$ cat config.mk
export PLATFORM = sky130hd
export DESIGN_NAME = bcd_frame_ctrl
export DESIGN_NICKNAME = d
export VERILOG_FILES = /design/src/rtl/bcd_frame_ctrl.sv
export SDC_FILE = /design/constraint.sdc
export NUM_CORES = 1
export LEC_CHECK = 0
export CORE_MARGIN = 1
export CORE_UTILIZATION = 40
export DETAILED_ROUTE_END_ITERATION = 8
export DONT_BUFFER_PORTS = 1
export SLEW_MARGIN = 15
export SYNTH_ARGS = -nofsm -noshare
export SYNTH_HDL_FRONTEND = slang
export SYNTH_SLANG_ARGS = --single-unit
$ cat constraint.sdc
create_clock -name clk -period 4.05 [get_ports clk]
set_input_delay 0.81 -clock clk [delete_from_list [all_inputs] [get_ports clk]]
set_output_delay 0.81 -clock clk [all_outputs]
set_load 0.1 [all_outputs]
$ cat src/rtl/bcd_frame_ctrl.sv
// Frame writer for the BCD receive path: frames words into a ping-pong RAM,
// validates length/gap, publishes banks and arbitrates two readers onto the read port.
module bcd_frame_ctrl #(
   parameter int WORDS = 94,
   parameter int AW    = 7,
   parameter int TOUT  = 4095
) (
   input  logic          clk,
   input  logic          RST,
   input  logic          iHO,
   input  logic [15:0]   iData,
   input  logic          iVal,
   output logic [AW:0]   oWrAddr,
   output logic [15:0]   oWrData,
   output logic          oWrEn,
   output logic          oFrmRdy,
   output logic          oFrmErr,
   output logic          oBankVal,
   input  logic          reqA,
   input  logic          reqB,
   input  logic [AW-1:0] addrA,
   input  logic [AW-1:0] addrB,
   output logic          gntA,
   output logic          gntB,
   output logic [AW:0]   oRdAddr,
   output logic          oRdEn,
   input  logic [15:0]   iRdData,
   output logic [15:0]   oRdData,
   output logic          oValA,
   output logic          oValB
);

   localparam int GW = $clog2(TOUT + 1);
   localparam logic [AW-1:0] LAST_IDX = AW'(WORDS - 1);
   localparam logic [GW-1:0] GAP_MAX  = GW'(TOUT);

   typedef enum logic [2:0] {IDLE, RECV, DONE, ERR, HOWAIT} state_t;

   state_t          r_state, w_state_next;
   logic [AW-1:0]   r_word_idx, w_idx_next;
   logic [GW-1:0]   r_gap, w_gap_next;
   logic            r_wr_bank, w_wr_bank_next;
   logic            r_rd_bank, w_rd_bank_next;
   logic            r_bank_val, w_bank_val_next;
   logic            r_wr_en, w_wr_en_next;
   logic [AW:0]     r_wr_addr, w_wr_addr_next;
   logic [15:0]     r_wr_data, w_wr_data_next;
   logic            r_frm_rdy, w_frm_rdy_next;
   logic            r_frm_err, w_frm_err_next;

   always_ff @(posedge clk) begin
      if (RST) begin
         r_state    <= IDLE;
         r_word_idx <= '0;
         r_gap      <= '0;
         r_wr_bank  <= 1'b0;
         r_rd_bank  <= 1'b0;
         r_bank_val <= 1'b0;
         r_wr_en    <= 1'b0;
         r_wr_addr  <= '0;
         r_wr_data  <= '0;
         r_frm_rdy  <= 1'b0;
         r_frm_err  <= 1'b0;
      end else begin
         r_state    <= w_state_next;
         r_word_idx <= w_idx_next;
         r_gap      <= w_gap_next;
         r_wr_bank  <= w_wr_bank_next;
         r_rd_bank  <= w_rd_bank_next;
         r_bank_val <= w_bank_val_next;
         r_wr_en    <= w_wr_en_next;
         r_wr_addr  <= w_wr_addr_next;
         r_wr_data  <= w_wr_data_next;
         r_frm_rdy  <= w_frm_rdy_next;
         r_frm_err  <= w_frm_err_next;
      end
   end

   always_comb begin
      w_state_next    = r_state;
      w_idx_next      = r_word_idx;
      w_gap_next      = r_gap;
      w_wr_bank_next  = r_wr_bank;
      w_rd_bank_next  = r_rd_bank;
      w_bank_val_next = r_bank_val;
      w_wr_en_next    = 1'b0;
      w_wr_addr_next  = r_wr_addr;
      w_wr_data_next  = r_wr_data;
      w_frm_rdy_next  = 1'b0;
      w_frm_err_next  = 1'b0;
      case (r_state)
         IDLE: begin
            w_idx_next = '0;
            w_gap_next = '0;
            if (iHO) w_state_next = RECV;
         end
         RECV: begin
            // A word arriving wins over both short-frame and timeout aborts.
            if (iVal) begin
               w_wr_en_next   = 1'b1;
               w_wr_addr_next = {r_wr_bank, r_word_idx};
               w_wr_data_next = iData;
               w_gap_next     = '0;
               if (r_word_idx == LAST_IDX) w_state_next = DONE;
               else                        w_idx_next   = r_word_idx + AW'(1);
            end else if (!iHO) begin
               w_state_next = ERR;
            end else begin
               w_gap_next = (r_gap == GAP_MAX) ? GAP_MAX : r_gap + GW'(1);
               if (w_gap_next == GAP_MAX) w_state_next = ERR;
            end
         end
         DONE: begin
            w_frm_rdy_next  = 1'b1;
            w_rd_bank_next  = r_wr_bank;
            w_wr_bank_next  = ~r_wr_bank;
            w_bank_val_next = 1'b1;
            w_state_next    = HOWAIT;
         end
         ERR: begin
            w_frm_err_next = 1'b1;
            w_state_next   = HOWAIT;
         end
         HOWAIT: begin
            if (!iHO) w_state_next = IDLE;
         end
         default: w_state_next = IDLE;
      endcase
   end

   // Read arbiter: index 0 is reader A, index 1 is reader B.
   logic [1:0]    w_req, w_elig, w_pick;
   logic [1:0]    r_gnt, r_p2, r_val;
   logic          r_prio_b, r_p2_oor, r_rd_en;
   logic [AW:0]   r_rd_addr;
   logic [15:0]   r_rd_data;
   logic [AW-1:0] w_pick_addr;
   logic          w_in_range;

   assign w_req = {reqB, reqA};

   generate
      for (genvar gi = 0; gi < 2; gi++) begin : g_elig
         assign w_elig[gi] = r_bank_val & w_req[gi] & ~r_gnt[gi];
      end
   endgenerate

   assign w_pick[0]   = w_elig[0] & (~w_elig[1] | ~r_prio_b);
   assign w_pick[1]   = w_elig[1] & ~w_pick[0];
   assign w_pick_addr = w_pick[0] ? addrA : addrB;
   assign w_in_range  = (w_pick_addr <= LAST_IDX);

   always_ff @(posedge clk) begin
      if (RST) begin
         r_gnt     <= '0;
         r_p2      <= '0;
         r_val     <= '0;
         r_prio_b  <= 1'b0;
         r_p2_oor  <= 1'b0;
         r_rd_en   <= 1'b0;
         r_rd_addr <= '0;
         r_rd_data <= '0;
      end else begin
         r_gnt   <= w_pick;
         r_rd_en <= (|w_pick) & w_in_range;
         if (|w_pick) begin
            r_rd_addr <= {r_rd_bank, w_pick_addr};
            r_prio_b  <= w_pick[0];
         end
         // Out-of-range grants travel with the pipeline and return zero data.
         r_p2     <= r_gnt;
         r_p2_oor <= ~r_rd_en;
         r_val    <= r_p2;
         if (|r_p2) r_rd_data <= r_p2_oor ? 16'h0000 : iRdData;
      end
   end

   assign oWrAddr  = r_wr_addr;
   assign oWrData  = r_wr_data;
   assign oWrEn    = r_wr_en;
   assign oFrmRdy  = r_frm_rdy;
   assign oFrmErr  = r_frm_err;
   assign oBankVal = r_bank_val;
   assign gntA     = r_gnt[0];
   assign gntB     = r_gnt[1];
   assign oRdAddr  = r_rd_addr;
   assign oRdEn    = r_rd_en;
   assign oRdData  = r_rd_data;
   assign oValA    = r_val[0];
   assign oValB    = r_val[1];

endmodule

==> results.md, run 1 <==
* Power density of the placed cells at about 420 mW/mm^2
* Cells along the critical path: nand3b_1, o21bai_2, nor2_1, a211oi_1
* Number of warning messages in the yosys log at 0
* Library cells used by synthesis at 44
* Clock input transition at the sequential cells of the worst setup and hold paths at about 80 ps
* Number of DRC violations after detailed routing at 0
* TritonCTS clock tree: yes
* Static leakage at around 1.3 nW
* Highest fanout seen on the critical path at 18
* Final hold vios at 0
* Critical path arrival at 2750 ps
* Clock period minus worst slack at ~2500 ps
* Maximum vdd ir drop at 163 uV
* Syn avg cell area at about 8.2 um^2
* Number of violations reported at the end of detailed-routing iteration 0 at 77
* Mux contribution to synthesized area at 2.84%
* Via-to-Cell Ratio at 5.36
* Result of the run: finished clean
* Max-cap violations at 0
* Count of input and output buffers at 0
* Fraction of the mapped netlist area in adder cells at 1.05%
* Number of iterations in the first detailed-routing pass at 4
* Share of final-layout standard cells stronger than drive strength 1 at 5.01%
* Maximum clock skew at final layout at 7.52 ps
* Main combinational cell family by area after synthesis: simple AND/OR/NAND/NOR gates
* Die area at 0.00929 mm^2
* Hold buffer count at cts at 0
* Most frequent standard cell in the layout excluding fill and tap cells: sky130_fd_sc_hd__dfxtp_1
* Number of top-level pins at 109
* Via count at 2824
* Die Height at 96.4 um
* Peak per-stage delay on the critical path at a little over 700 ps
* Core Area at 0.00868 mm^2
* Final antenna diode count at 0
* Area occupied by multi-input gates at approximately 0.0017 mm^2
* Post-synthesis net count at 487
* Path type of the worst setup path: reg -> reg
* Post-CTS setup buffers at 0
* Critical Path Sink Type: flop
* Total of cells resized after clock tree synthesis at 0
* Combined flip-flop and latch cell area at 0.00170 mm^2
* Initial cell density of the core at 41.1%
* Dominant synthesized flop cell: sky130_fd_sc_hd__dfxtp_1
* Number of antenna violations at the first check in global routing at 0
* Number of rows created at floorplan at 34
* Post-synthesis compound-gate area fraction at roughly 17%
* Number of synthesized register bits at 85
* Final Wtd Congestion at 0.777
* Number of buffers created by CTS at 9
* Post-synth EDFFs at 0
* GRT Resource Usage Total at between 10% and 20%
* Slew HR at approximately 32%
* Fraction of the mapped netlist area in simple logic gates at about a quarter
* Number of global-route vias before repair at 2597
* Critical-path cell with the highest stage delay: sky130_fd_sc_hd__o21bai_2
* Synthesized cell area at 0.00356 mm^2
* Area Growth Syn to Fin at 5.90%
* Critical path buffers and inverters at 0
* Endpoint required time on the critical path at between 4000 and 5000 ps
* Post-Synth XOR/XNOR Area at 1.97%
* Post-Syn Instances at ~430
* Maximum operating frequency at 0.402 GHz
* Setup Viol. Count Final at 0
* Setup crit start kind: flop
* Source-to-sink clock delay at the later pin of the worst-skew pair at 350 ps
* HPWL Detailed at between 4 and 5 mm
* Post-synth ARST share at 0%
* Num Clock Sinks at 85
* # H-tree levels at 3
* Total routed wirelength at 7.39 mm
* CTS Root Buffer Type: sky130_fd_sc_hd__clkbuf_8
* Pins Over Slew Limit at 0
* Worst hold-check path type: reg -> reg
* Total global routing overflow at 0
* Worst Hold Margin at 463 ps
* Worst-margin pin slew at 1020 ps
* Clock Path Buffers at 2
* Routed len/inst at 14.0 um
* Pin count of the biggest net entering global routing at 82
* Number of filler instances in the final layout at 914
* First-pass GRT wire length at 11.7 mm
* Setup TNS at 0 ps
* Commonest cells after routing, fill and taps aside: 85 x sky130_fd_sc_hd__dfxtp_1, 63 x sky130_fd_sc_hd__a21oi_1, 62 x sky130_fd_sc_hd__nand2_1, 51 x sky130_fd_sc_hd__nor2_1, 19 x sky130_fd_sc_hd__nor3b_1
* Chip width at 96.4 um
* Sequential share of the synthesized area at 47.8%
* Period utilization at 61.4%
* CP top delay family: compound AO/OA/AOI/OAI gates
* Setup repair after global routing missed its margin: false
* Post-layout nets at 470
* Post-route ant nets at 0
## sequential cells by signal, summed over array words and instances, names as in the netlist
register	count
oWrData	16
oRdAddr	8
oBankVal	1
r_word_idx	7
oFrmErr	1
oWrEn	1
oWrAddr	8
r_gnt	2
r_prio_b	1
r_p2_oor	1
oFrmRdy	1
r_state	3
r_p2	2
r_val	2
r_rd_bank	1
oRdEn	1
r_wr_bank	1
oRdData	16
r_gap	12
## metrics by stage
step | instances | power, W | util [%] | setup slack (ps) | instance area, um^2
6_report | 527 | 0.00160 | 43.5 | 1560 | 3770
5_1_grt | 527 | 0.00167 | 43.5 | 1350 | 3770
4_1_cts | 527 | 0.00162 | 43.4 | 1550 | 3770
3_5_place_dp | 512 | 0.00104 | 41.3 | 1550 | 3590
3_3_place_gp | 512 | 0.00104 | 41.3 | 1650 | 3590
2_1_floorplan | 432 | 0.00104 | - | 1900 | 3560
## worst paths after layout
path	start	slack, ps	end	cells past startpoint
setup / recovery	r_gnt[1]	1560	oRdAddr[4]	4
hold / removal	r_rd_bank	460	oRdAddr[7]	2
setup reg to reg	r_gnt[1]	1560	oRdAddr[4]	4
hold reg to reg	r_rd_bank	460	oRdAddr[7]	2
## Yosys cell counts, types with 4 or more instances
master | instances | area [um^2]
sky130_fd_sc_hd__nor3_1 | 7 | 35.0
sky130_fd_sc_hd__nand3b_1 | 4 | 30.0
sky130_fd_sc_hd__nor2_1 | 52 | 195
sky130_fd_sc_hd__a21oi_1 | 63 | 315
sky130_fd_sc_hd__o21ai_0 | 17 | 85.1
sky130_fd_sc_hd__buf_2 | 5 | 25.0
sky130_fd_sc_hd__nand2_1 | 62 | 233
sky130_fd_sc_hd__dfxtp_1 | 85 | 1700
sky130_fd_sc_hd__xnor2_1 | 7 | 61.3
sky130_fd_sc_hd__nand3_1 | 11 | 55.1
sky130_fd_sc_hd__mux2i_1 | 9 | 90.1
sky130_fd_sc_hd__inv_1 | 6 | 22.5
sky130_fd_sc_hd__and3_1 | 5 | 31.3
sky130_fd_sc_hd__a31oi_1 | 4 | 25.0
sky130_fd_sc_hd__nor2b_1 | 7 | 43.8
sky130_fd_sc_hd__clkbuf_1 | 22 | 82.6
sky130_fd_sc_hd__a211oi_1 | 10 | 75.1
sky130_fd_sc_hd__nor3b_1 | 19 | 143
## cell type report
| cell class | instances | area share, % |
|---|---|---|
| inverters | 6 | 0.597 |
| clock buffers | 11 | 3.48 |
| well taps | 108 | 3.58 |
| multi-input cells | 311 | 45.6 |
| clock inverters | 4 | 1.29 |
| repair buffers | 2 | 0.398 |
| flip-flops and latches | 85 | 45.1 |
## worst register-to-register path, delay by kind of cell, from the launching register on
family             cells  cell delay (ps)
and+or+nand+nor        2              790
DFF                    1              660
AOI/OAI and AO/OA      2              950
## power by group
group          total [W]  switching, W  internal (W)
logic          0.0000667     0.0000408     0.0000259
clock network   0.000576      0.000294      0.000283
registers       0.000954      0.000103      0.000851
total            0.00160      0.000438       0.00116
## cells by family (layout without fill, tap and decap cells)
family,after synthesis,count (layout)
fa+ha+maj,3,3
flops,85,85
buf+inv,36,23
xor+xnor,8,8
simple gates,183,183
compound gates,107,107
mux,10,10
## per-layer routing
metal / share of wire (%) / vias to the layer above / global-route usage (%)
met4: 0.97 / 0 / 6.37
met2: 46 / 70 / 26.9
met1: 47 / 1297 / 19.2
met3: 6.0 / 8 / 5.63
li1: - / 1449 / -
met5: 0 / - / 0
Note: power is estimated with default switching activity, not from simulation.
==> run 2: changes to the inputs <==
--- a/config.mk
+++ b/config.mk
@@ -5,6 +5,7 @@
 export SDC_FILE = /design/constraint.sdc
 export NUM_CORES = 1
 export LEC_CHECK = 0
+export ABC_AREA = 1
 export CORE_MARGIN = 1
 export CORE_UTILIZATION = 40
 export DETAILED_ROUTE_END_ITERATION = 8
==> constraint.sdc (replaced) <==
create_clock -name clk -period 2.3 [get_ports clk]
set_input_delay 0.46 -clock clk [delete_from_list [all_inputs] [get_ports clk]]
set_output_delay 0.46 -clock clk [all_outputs]
set_load 0.1 [all_outputs]
==> run 2 against run 1 <==
Compared with the run above:
- count of clock-buffer cells in the layout is 1 lower
- largest cell class is now registers
- sequential power is 68% higher
- utilization is 7.4 points higher
- total power is 120% higher
==> results.md, run 2 <==
* Result of the run: finished clean
* Source-to-sink clock delay at the later pin of the worst-skew pair at 350 ps
* Number of top-level pins at 109
* Final antenna diode count at 0
* Via-to-Cell Ratio at 4.95
* Core Area at 0.00838 mm^2
* Worst Hold Margin at 166 ps
* Setup Viol. Count Final at 0
* GRT Resource Usage Total at 17.5%
* Initial cell density of the core at 42.3%
* Worst reg2reg path endpoint: r_state[0]
* Dominant synthesized flop cell: sky130_fd_sc_hd__dfxtp_1
* Maximum vdd ir drop at 488 uV
* Cell type contributing the most total cell area after synthesis: sky130_fd_sc_hd__dfxtp_1
* Period utilization at 80.1%
* Critical path arrival at 2100 ps
* Chip width at between 90 and 100 um
* Synthesized cell area at between 0.003 and 0.004 mm^2
* R2r worst-path depth at 12
* Number of antenna violations at the first check in global routing at 0
* # H-tree levels at 3
* Worst hold-check path type: in -> reg
* Critical-path cell with the highest stage delay: sky130_fd_sc_hd__dfxtp_1
* Syn avg cell area at ~7.3 um^2
* Setup repair after global routing missed its margin: false
* HPWL Detailed at 5.85 mm
* Cell types with the largest area share after synthesis: sky130_fd_sc_hd__dfxtp_1 48%, sky130_fd_sc_hd__nand2_1 9.8%, sky130_fd_sc_hd__nor2_1 9.0%, sky130_fd_sc_hd__o21ai_0 7.1%, sky130_fd_sc_hd__a21oi_1 6.5%
* Pins Over Slew Limit at 0
* Slack of the critical path at 458 ps
* Area Growth Syn to Fin at 20.2%
* CP top delay family: simple AND/OR/NAND/NOR gates
* Top cells by count, synth: 93 x sky130_fd_sc_hd__nand2_1, 85 x sky130_fd_sc_hd__dfxtp_1, 85 x sky130_fd_sc_hd__nor2_1
* Post-layout instance area at 0.00426 mm^2
* Slew HR at 66.6%
* Post-synth ARST share at 0%
* Post-synthesis net count at 542
* Die Height at 96.2 um
* Number of global-route vias before repair at 3009
* Power density of the placed cells at a little over 800 mW/mm^2
* Placed cell area at between 0.004 and 0.005 mm^2
* Number of warning messages in the yosys log at 0
* Count of input and output buffers at 0
* TritonCTS clock tree: yes
* Launch instance of the worst min-delay path: RST
* Combinational cell fraction of total power at 26.1%
* Post-Syn Instances at between 400 and 500
* End of the worst hold path: r_p2_oor
* Final Wtd Congestion at ~0.9
* Highest fanout seen on the critical path at 14
* Num Clock Sinks at between 80 and 90
* Total routed wirelength at 8.10 mm
* CTS Root Buffer Type: sky130_fd_sc_hd__clkbuf_8
* Routed len/inst at between 10 and 15 um
* Static leakage at 1.90 nW
* Clock network fraction of design power at 28.7%
* Final hold vios at 0
* Share of final-layout standard cells stronger than drive strength 1 at between 10% and 20%
* Design internal power at 0.00218 W
* Endpoint required time on the critical path at 2560 ps
* Hold buffer count at cts at 0
* Maximum clock skew at final layout at between 15 and 20 ps
* Reported net switching power at about 0.0014 W
* Number of rows created at floorplan at 33
* Total global routing overflow at 0
* Number of DRC violations after detailed routing at 0
* Number of iterations in the first detailed-routing pass at 4
* Peak per-stage delay on the critical path at 420 ps
* Clock Path Buffers at 2
* Worst slack, placed at 482 ps
* Number of violations reported at the end of detailed-routing iteration 0 at roughly 170
* Share of the synthesized area in the top cell type at between 40% and 50%
* Die area at ~0.0092 mm^2
* Total of cells resized after clock tree synthesis at 0
* Via count at 3228
* Setup TNS at 0 ps
* Library cells used by synthesis at 34
* Reg-to-reg startpoint: r_gap[0]
* Cells along the critical path: ha_1, nand2_2, nor2_4, nand3_4, nand3_1, nand3_1, nor2_1, nand2_1, nand2_1, nand3_1, nand2_1, inv_1
* Clock input transition at the sequential cells of the worst setup and hold paths at 100 ps
* Critical Path Sink Type: flop
* Number of buffers created by CTS at 9
* FF-to-FF setup slack at 460 ps
* Post-layout nets at 597
* Post-route ant nets at 0
* Post-CTS setup buffers at 0
* Post-synth EDFFs at 0
* Critical path buffers and inverters at 1
* Number of synthesized register bits at 85
* Sw frac at a little under two fifths
* Hold-critical path depth at 1
* Sequential share of the synthesized area at 48.0%
* Utilization of the core after routing at between 50% and 60%
* Pin count of the biggest net entering global routing at 32
* Register share of total power at 45.2%
* Max-cap violations at 0
* Maximum operating frequency at 0.543 GHz
* Clock period minus worst slack at ~1800 ps
* Commonest cells after routing, fill and taps aside: 93 x sky130_fd_sc_hd__nand2_1, 85 x sky130_fd_sc_hd__nor2_1, 85 x sky130_fd_sc_hd__dfxtp_1, 63 x sky130_fd_sc_hd__buf_4, 50 x sky130_fd_sc_hd__o21ai_0
* Worst-margin pin slew at between 400 and 500 ps
* Setup crit start kind: flop
* First-pass GRT wire length at 12.7 mm
* Most frequent standard cell in the layout excluding fill and tap cells: sky130_fd_sc_hd__nand2_1
* Path type of the worst setup path: reg -> reg
* Leading cell type by number of instances after synthesis: sky130_fd_sc_hd__nand2_1
run 2: cell types whose count changed in the layout (fill, tap and decap cells not counted), sizes merged, moves of 5 or more:
cell / before / now
inv: 7 / 47
nand2: 62 / 95
and3: 5 / 0
nor3b: 19 / 2
mux2i: 9 / 1
a211oi: 10 / 0
xnor2: 7 / 1
buf: 2 / 63
nand3: 11 / 23
o21ai: 19 / 58
nor2: 52 / 88
nor2b: 7 / 0
a21oi: 63 / 46
run 2: worst max-delay path by stage:
stage	from	end	slack [ps]	cells past startpoint
after detailed placement	r_gap[0]	r_state[0]	480	12
after CTS	r_gap[0]	r_state[0]	460	12
after floorplan	r_gnt[1]	oRdAddr[2]	200	7
after global placement	r_gap[0]	r_state[0]	540	12
after global routing	r_gap[0]	r_state[0]	240	12
final	r_gap[0]	r_state[0]	460	12
run 2: cells by family after synthesis:
group           share of synthesized area (%)
mux                                     0.282
flops                                    48.0
compound gates                           16.6
fa+ha+maj                                1.06
xor+xnor                                0.247
simple gates                             26.8
buf+inv                                  7.02
run 2: power by group through the flow:
stage	registers (W)	logic, W	clock network, W
6_report	0.00160	0.000923	0.00101
4_1_cts	0.00160	0.000928	0.00105
3_5_place_dp	0.00163	0.000927	0
3_3_place_gp	0.00163	0.000916	0
2_1_floorplan	0.00214	0.000238	0
5_1_grt	0.00161	0.000978	0.00112
run 2: worst reg2reg max path, delay by kind of cell, from the launching register on:
| kind | cells | cell delay, ps |
|---|---|---|
| AND/OR/NAND/NOR | 10 | 1040 |
| adder cells (fa/ha/maj) | 1 | 250 |
| flip-flops | 1 | 420 |
| buffers and inverters | 1 | 30 |
run 2: stage by stage:
step / power, W / instances
after floorplan: 0.00237 / 487
after global placement: 0.00254 / 636
after detailed placement: 0.00256 / 636
after CTS: 0.00357 / 652
after global routing: 0.00370 / 652
final: 0.00353 / 652
run 2: area by class of cell:
cell class | count | area [um^2]
flip-flops and latches | 85 | 1700
multi-input cells | 338 | 1600
inverters | 45 | 169
clock inverters | 6 | 53.8
clock buffers | 10 | 138
fillers | 807 | 4120
repair buffers | 63 | 473
well taps | 105 | 131
run 2: routing by layer:
| metal | track usage [%] | wire (um) | part of all wire [%] |
|---|---|---|---|
| met3 | 5.61 | 602 | 7.4 |
| met2 | 30.0 | 3870 | 48 |
| met4 | 7.09 | 99 | 1.2 |
| met5 | 0 | 0 | 0 |
| met1 | 20.1 | 3530 | 44 |
==> run 3: changes to the inputs <==
==> constraint.sdc (replaced) <==
create_clock -name clk -period 1.75 [get_ports clk]
set_input_delay 0.35 -clock clk [delete_from_list [all_inputs] [get_ports clk]]
set_output_delay 0.35 -clock clk [all_outputs]
set_load 0.1 [all_outputs]
==> run 3 against run 2 <==
Compared with the run above:
- clock power increased by 30%
- routed wire length rose by 0.21%
- sequential share of layout area is 0.94 points lower
- via count is 2.0% higher
- sequential cell count is the same
- register-to-register slack worse by 350 ps
- count of clock-buffer cells in the layout stayed put
- combinational power increased by 34%
- utilization rose by 1.6 points
- highest routed layer unchanged
- non-clock buffer count grew 7
- clock skew decreased by 6.6 ps
==> results.md, run 3 (synthesized netlist as in run 2, its figures left out) <==
* R2r worst-path depth at 12
* Clock period minus worst slack at 1640 ps
* Number of rows created at floorplan at 33
* Total global routing overflow at 0
* HPWL Detailed at just under 6 mm
* CP top delay family: simple AND/OR/NAND/NOR gates
* Core Area at 0.00838 mm^2
* CP dominant cell by count: sky130_fd_sc_hd__nand2_1
* Setup Viol. Count Final at 0
* Period utilization at 93.8%
* Utilization of the core after routing at between 50% and 60%
* Number of iterations in the first detailed-routing pass at 4
* Worst-margin pin slew at roughly 560 ps
* Clock Path Buffers at 2
* Number of buffers created by CTS at 9
* Routed len/inst at 12.3 um
* Highest fanout seen on the critical path at 6
* Number of antenna violations at the first check in global routing at 0
* Num Clock Sinks at 85
* Setup repair after global routing missed its margin: true
* Path type of the worst setup path: reg -> reg
* Count of input and output buffers at 0
* Setup crit start kind: flop
* Die area at a little over 0.009 mm^2
* CTS Root Buffer Type: sky130_fd_sc_hd__clkbuf_8
* Endpoint required time on the critical path at 2000 ps
* Reg-to-reg startpoint: r_gap[0]
* Pins Over Slew Limit at 0
* Static leakage at 1.95 nW
* Critical-path cell with the highest stage delay: sky130_fd_sc_hd__dfxtp_2
* Setup TNS at 0 ps
* Maximum clock skew at final layout at 11.3 ps
* Maximum operating frequency at between 0.6 and 0.7 GHz
* FF-to-FF setup slack at 110 ps
* Cells along the critical path: ha_4, nand2_2, nor2_4, nand3_4, o21ai_1, nand3_1, nor2_1, nand2_1, nand2_1, nand3_1, nand2_1, inv_1
* Launch instance of the worst min-delay path: RST
* Initial cell density of the core at about 42%
* Pin count of the biggest net entering global routing at 33
* Die Height at 96.2 um
* Post-layout nets at 605
* Area Growth Syn to Fin at 23.9%
* Worst reg2reg path endpoint: r_state[0]
* Number of top-level pins at 109
* Critical Path Sink Type: flop
* Final hold vios at 0
* Peak per-stage delay on the critical path at 360 ps
* Post-layout power at between 0.004 and 0.005 W
* Number of DRC violations after detailed routing at 0
* First-pass GRT wire length at 12.4 mm
* Commonest cells after routing, fill and taps aside: 92 x sky130_fd_sc_hd__nand2_1, 80 x sky130_fd_sc_hd__nor2_1, 78 x sky130_fd_sc_hd__dfxtp_1, 69 x sky130_fd_sc_hd__buf_4, 49 x sky130_fd_sc_hd__o21ai_0
* Slew HR at between 60 and 70%
* Worst hold-check path type: in -> reg
* Number of global-route vias before repair at about 2900
* GRT Resource Usage Total at roughly 17%
* Final antenna diode count at 0
* End of the worst hold path: r_gnt[0]
* Clock input transition at the sequential cells of the worst setup and hold paths at 90 ps
* Number of violations reported at the end of detailed-routing iteration 0 at around 140
* Result of the run: finished clean
* Via count at between 3000 and 4000
* Maximum vdd ir drop at 776 uV
* Chip width at between 90 and 100 um
* Final Wtd Congestion at slightly below 0.9
* Via-to-Cell Ratio at approximately 5
* Power density of the placed cells at 1060 mW/mm^2
* Critical path arrival at 1900 ps
* Source-to-sink clock delay at the later pin of the worst-skew pair at 350 ps
* Number of filler instances in the final layout at between 800 and 900
* Post-route ant nets at 0
* TritonCTS clock tree: yes
* Max-cap violations at 0
* Total routed wirelength at 8.12 mm
* Hold buffer count at cts at 0
* Most frequent standard cell in the layout excluding fill and tap cells: sky130_fd_sc_hd__nand2_1
* Critical path buffers and inverters at 1
* Share of final-layout standard cells stronger than drive strength 1 at around a fifth
* # H-tree levels at 3
* Hold-critical path depth at 1
-- run 3: cell count changes in the layout (fill, tap and decap cells not counted), sizes merged --
cell and delta:
buf +7, clkinv -1, nand3 +1
-- run 3: power breakdown --
| group | total [W] | leakage (nW) | switching [W] | internal (W) |
|---|---|---|---|---|
| clock | 0.00131 | 0.0947 | 0.000704 | 0.000607 |
| sequential | 0.00210 | 0.693 | 0.0000509 | 0.00205 |
| combinational | 0.00124 | 1.16 | 0.000983 | 0.000253 |
| total | 0.00465 | 1.95 | 0.00174 | 0.00291 |
-- run 3: per-layer routing --
metal | GRT usage, % | vias up | part of all wire, %
li1 | - | 1701 | -
met1 | 19.7 | 1476 | 43
met2 | 29.4 | 103 | 48
met3 | 4.90 | 11 | 7.3
met4 | 8.08 | 0 | 2.0
met5 | 0 | - | 0
-- run 3: area by class of cell --
type / instances / area [um^2] / share of cell area [%]
Clock buffer: 10 / 149 / 3.39
Clock inverter: 5 / 38.8 / 0.883
Inverter: 45 / 169 / 3.85
Multi-Input combinational cell: 339 / 1650 / 37.7
Sequential cell: 85 / 1710 / 39.0
Tap cell: 105 / 131 / 2.99
Timing Repair Buffer: 70 / 538 / 12.2
-- run 3: timing repair --
action                                  4_1_cts  5_1_grt
resized for setup                             1       16
endpoints found under the setup margin       12        7
buffers inserted                              0        1
cloned                                        0        1
pin swaps                                     0        2
-- run 3: through the flow --
stage / setup WS [ps] / cell area [um^2] / cells / hold WS [ps]
floorplan: 15.5 / 3550 / 487 / 403
global placement: 66.0 / 4130 / 642 / 410
detailed placement: -47.3 / 4130 / 642 / 412
CTS: 23.0 / 4330 / 657 / 32.0
global route: -25.9 / 4390 / 659 / 36.3
finish: 108 / 4390 / 659 / 55.5
-- run 3: how the worst max path moves through the flow --
stage | start | cells past startpoint | slack (ps) | to
finish | r_gap[0] | 12 | 110 | r_state[0]
global route | r_gap[4] | 11 | -30 | r_state[0]
CTS | r_gap[0] | 12 | 20 | r_state[0]
detailed placement | r_state[2] | 6 | -50 | r_gap[1]
global placement | r_state[2] | 6 | 70 | r_gap[11]
floorplan | r_gnt[0] | 7 | 20 | oRdAddr[2]
